## config.mk

```make
export PLATFORM = sky130hd
export DESIGN_NAME = extensor_16_32
export DESIGN_NICKNAME = d
export VERILOG_FILES = /design/src/rtl/extensor_16_32.sv
export SDC_FILE = /design/constraint.sdc
export NUM_CORES = 1
export LEC_CHECK = 0
export ABC_CLOCK_PERIOD_IN_PS = 1140
export CORE_MARGIN = 1.5
export CORE_UTILIZATION = 42
export CTS_CLUSTER_SIZE = 24
export DETAILED_ROUTE_END_ITERATION = 8
export GPL_TIMING_DRIVEN = 0
export PLACE_DENSITY = 0.75
export SLEW_MARGIN = 20
export SYNTH_ARGS = -nofsm -noshare
export SYNTH_HDL_FRONTEND = slang
export SYNTH_SLANG_ARGS = --single-unit
```

## constraint.sdc

```tcl
create_clock -name clock -period 1.14 [get_ports clock]
set_input_delay 0.114 -clock clock [delete_from_list [all_inputs] [get_ports clock]]
set_output_delay 0.114 -clock clock [all_outputs]
set_load 0.1 [all_outputs]
```

## src/rtl/extensor_16_32.sv

```systemverilog
// Registered immediate extender.
// Turns an IN_WIDTH-bit instruction immediate into an OUT_WIDTH-bit operand
// in one of four formats (sign, zero, upper-half, branch offset). The result
// and its valid qualifier are registered, giving one cycle of latency at full
// throughput with no combinational path from inputs to outputs.
module extensor_16_32 #(
    parameter int IN_WIDTH  = 16,
    parameter int OUT_WIDTH = 32
) (
    input  logic                 clock,
    input  logic                 reset,
    input  logic                 in_valid,
    input  logic [1:0]           mode,
    input  logic [IN_WIDTH-1:0]  sinal16,
    output logic [OUT_WIDTH-1:0] sinal32,
    output logic                 out_valid
);

    localparam int EXT_WIDTH = OUT_WIDTH - IN_WIDTH;

    // Format encodings carried on the mode input.
    typedef enum logic [1:0] {
        MODE_SIGN   = 2'b00,
        MODE_ZERO   = 2'b01,
        MODE_UPPER  = 2'b10,
        MODE_BRANCH = 2'b11
    } mode_t;

    logic                 msb;
    logic [OUT_WIDTH-1:0] sign_ext;
    logic [OUT_WIDTH-1:0] zero_ext;
    logic [OUT_WIDTH-1:0] upper_ext;
    logic [OUT_WIDTH-1:0] branch_ext;
    logic [OUT_WIDTH-1:0] result_next;
    logic [OUT_WIDTH-1:0] result_reg;
    logic                 valid_reg;

    assign msb = sinal16[IN_WIDTH-1];

    // Build each format bit by bit: the low IN_WIDTH bits come straight from
    // the immediate, the extension bits are either the sign bit or zero.
    generate
        for (genvar gi = 0; gi < OUT_WIDTH; gi++) begin : g_ext_bits
            if (gi < IN_WIDTH) begin : g_low
                assign sign_ext[gi] = sinal16[gi];
                assign zero_ext[gi] = sinal16[gi];
            end else begin : g_high
                assign sign_ext[gi] = msb;
                assign zero_ext[gi] = 1'b0;
            end
        end
    endgenerate

    // Upper-half format places the immediate in the top IN_WIDTH bits.
    assign upper_ext = {sinal16, {EXT_WIDTH{1'b0}}};

    // Branch offset is the sign-extended word scaled by 4; the two top bits
    // of the sign-extended value fall off the end.
    assign branch_ext = {sign_ext[OUT_WIDTH-3:0], 2'b00};

    // Select the requested format for the current transaction.
    always_comb begin
        result_next = sign_ext;
        case (mode_t'(mode))
            MODE_SIGN:   result_next = sign_ext;
            MODE_ZERO:   result_next = zero_ext;
            MODE_UPPER:  result_next = upper_ext;
            MODE_BRANCH: result_next = branch_ext;
            default:     result_next = sign_ext;
        endcase
    end

    // Output registers: reset clears, accepted input loads, idle holds data.
    always_ff @(posedge clock) begin
        if (reset) begin
            result_reg <= '0;
            valid_reg  <= 1'b0;
        end else if (in_valid) begin
            result_reg <= result_next;
            valid_reg  <= 1'b1;
        end else begin
            valid_reg  <= 1'b0;
        end
    end

    assign sinal32   = result_reg;
    assign out_valid = valid_reg;

endmodule

```

* Word level (Yosys, flattened, before mapping)
Cells that the tools add are included.
** Storage, ports and cells
- Flip-flop bits (word level) :: 33
- Input bits :: 21
- Output and inout port bits :: 33
- Logic and storage cells :: 8
** Operators by class
- Equality and inequality tests :: 3
- Multiplexer cells :: 2
- Reduce and logical (&&, ||, !) cells :: 1
** Operator list (count)
- one-hot mux 32 bit (4 select lines) :: 1
- == test 2 bit, second input constant :: 2
- == test 2 x 1 -> 1 bit, second input constant :: 1
- logical NOT 2 bit :: 1
- two-way mux 1 bit :: 1

* Longest topological paths before layout
- Depth after elaboration :: 2
- Gate-level depth with buffers :: 5
- Gate-level depth less buffers :: 3

* Worst setup path before layout
OpenSTA, ideal clock, no wires.
- Kind :: reg-to-reg
- Start :: reg sinal32[4] (netlist name)
- End :: reg result_reg[4] (netlist: sinal32[4])
- Setup time :: 0.074 ns
- Data arrival time :: 1.286 ns
- Data required time :: 1.066 ns
- Slack :: -0.220 ns
- Stages on the path, launching flop included :: 4
- Path buffers :: 0
- Clock period less this slack :: 1.360 ns
- Path through :: dfxtp_1 > nor2b_1 > a21oi_1 > o21ai_0
** RTL lines
- end signal: assignment :: RTL line 79 : result_reg <= result_next;
- end: declaration :: RTL line 35 : logic [OUT_WIDTH-1:0] result_reg;

* Worst setup path in the final report
- Start :: reg result_reg[31] (netlist: sinal32[31])
- End :: out sinal32[31]
** RTL lines
- end: declaration :: RTL line 15 : output logic [OUT_WIDTH-1:0] sinal32,
No word-level cell between the ends.

==> results.ini <==
[setup_path]
criticalPathCategory=reg2out
critPathArrivalTime_ns=0.98
critPathSlowestCell=dfxtp_2
max_stage_delay_ns=0.35
start_kind=register
path_cells=buf_4
endpoint_kind=output port
critPathMaxFanout=2
required_ns=1.03
crit_family=flip-flops
cp.buffers_inverters=1

[global_route]
grt_max_degree=11
grt_pass1_wl_um=6180
antenna_found_initial=0
grt-ovfl-total=0
grt_usage_pct=23.3
grt_pass1_vias=1313

[pwr]
leakage_nw=0.813
pwr-share-comb_pct=33.3
cellPowerDensity_nw_per_um2=1470
netSwitchingFraction_pct=39.0
p_sw_w=0.00114
p_total_w=0.00291
clkPwrFrac_pct=22.8
internal_power_w=0.00178
seqPwrFrac_pct=43.8
ir_drop_v=0.000898

[placement]
port_buffers=52
place_ws_ns=-0.546
place_congestion=0.721
post-dp-hpwl_um=2680

[synth]
ys_warn_count=0
netlist_instances=164
synth_seq_cells=33
synth_area_per_cell_um2=8.28
synthesis.area_um2=1360
synth_top_area_share_pct=48.7
synth_area_leader_cell=dfxtp_1
synth_cell_type_count=21
synthTopCellsByArea=dfxtp_1 49%, a211oi_1 7.7%, nand2_1 7.7%
postSynthNetCount=185
ys_seq_area_share_pct=48.7

[die]
row_count=20
io_pins=54
start_util_pct=44.5
coreArea_um2=3050
dieWidth_um=59.9
die_area_um2=3580
fp.dieH_um=59.9

[clocking]
holdBufCountCts=0
clock_latency_ns=0.33
clk_pin_slew_ns=0.10
tritoncts.num_buffers=5
cts_max_path_buffers=2
clockRootBuffer=clkbuf_4
cts_sinks=33
cts_htree_levels=2
cts_tree=yes

[route]
wl_per_cell_um=13.6
vias=1341
firstDrtPassIters=4
vias_per_cell=5.00
drt_iter0_drc=31
routed_wl_um=3640
drc=0
ant_nets=0

[timing]
max_slew_margin_pct=70.4
fin_ws_ns=0.0486
rsz0062_at_grt=no
hold_viol_final=0
post-route-period-util_pct=95.7
drv_slew=0
fin_skew_ns=0
final-setup-viol-count=0
max_freq_mhz=916
tightestPinTransition_ns=0.444
finalCriticalPeriod_ns=1.09

[final_layout]
fin_nets=245
drive_above_1_share_pct=37.9
area_growth_pct=45.7
antennaDiodeCount=0
n_fill_cell=297

[hold_path]
hold_path.class=in2reg

[job]
drv_cap=0

[outcome]
status=complete, no violations

## logic make-up (layout without fill, tap and decap cells)
kind of cell,Yosys count,count (layout),synth area share (%)
xor gates and xnor gates,1,1,0.645
and+or+nand+nor,71,71,24.5
AOI/OAI and AO/OA,47,47,21.1
buffers and inverters,12,72,5.07
DFF,33,33,48.7
## sequential cells by signal, summed over array words and instances, names as in the netlist
register	flops
sinal32	32
out_valid	1
## synth_stat cells
library cell and count:
o21ai_1 1, a311oi_1 2, a21o_1 1, nor2b_1 16, xnor2_1 1, clkbuf_1 3
clkbuf_2 1, o21ai_0 12, dfxtp_1 33, nand3_1 3, and4b_1 1, and2b_1 1
buf_4 5, buf_2 3, nand2_1 28, a21oi_1 16, nand2b_1 3, a21boi_2 1
nor2_1 18, a211oi_1 14, nor2b_2 1
## per-layer routing
layer	track usage, %	routed length, um	vias up	part of all wire (%)
li1	-	-	674	-
met1	29.1	1640	617	45
met2	36.5	1660	40	46
met3	7.58	251	10	6.9
met4	10.5	88	0	2.4
met5	0	0	-	0
## stage by stage
step / cell area [um2] / std cells / util [%] / hold slack, ns / setup TNS [ns]
floorplan: 1400 / 164 / - / 0.186 / 0
global placement: 1970 / 260 / 64.6 / 0.460 / -27.01
detailed placement: 1970 / 260 / 64.6 / 0.473 / -27.98
CTS: 1970 / 268 / 64.7 / 0.132 / 0
global route: 1980 / 268 / 64.8 / 0.116 / 0
finish: 1980 / 268 / 64.8 / 0.0765 / 0
## cell usage in the layout (no fill, tap or decap), types with 4 or more instances in the layout
cell type and count:
dfxtp_2 32, a21oi_1 16, nor2b_1 16, a211oi_1 14, nand2_1 28, clkbuf_4 5
o21ai_0 12, nor2_1 18, buf_4 37, clkbuf_1 4, clkdlybuf4s50_1 16
## area by class of cell
cell class | count | area (um2) | area share [%]
Sequential cell | 33 | 701 | 35.4
Tap cell | 44 | 55.1 | 2.78
Multi-Input combinational cell | 119 | 631 | 31.9
Clock buffer | 7 | 55.1 | 2.78
Timing Repair Buffer | 53 | 445 | 22.5
Buffer | 12 | 91.3 | 4.62
## power groups by stage
stage               Combinational, W  Sequential [W]  Clock (W)
floorplan                   0.000176         0.00184          0
global placement            0.000980         0.00130          0
detailed placement          0.000986         0.00130          0
CTS                         0.000973         0.00128   0.000678
global route                 0.00101         0.00129   0.000725
finish                      0.000971         0.00128   0.000666
## what timing repair did
action,CTS,global route
setup buffers,1,0
gates resized for setup,207,2
endpoints found under the setup margin,60,8
## worst paths after layout
check | to | cells past startpoint | startpoint | slack (ns)
setup / recovery | sinal32[31] | 1 | sinal32[31] | 0.05
hold reg to reg | sinal32[17] | 2 | sinal32[17] | 0.48
hold / removal | out_valid | 2 | reset | 0.08
setup reg to reg | sinal32[11] | 3 | sinal32[11] | 0.37
Power figures use the tool's default switching activity.
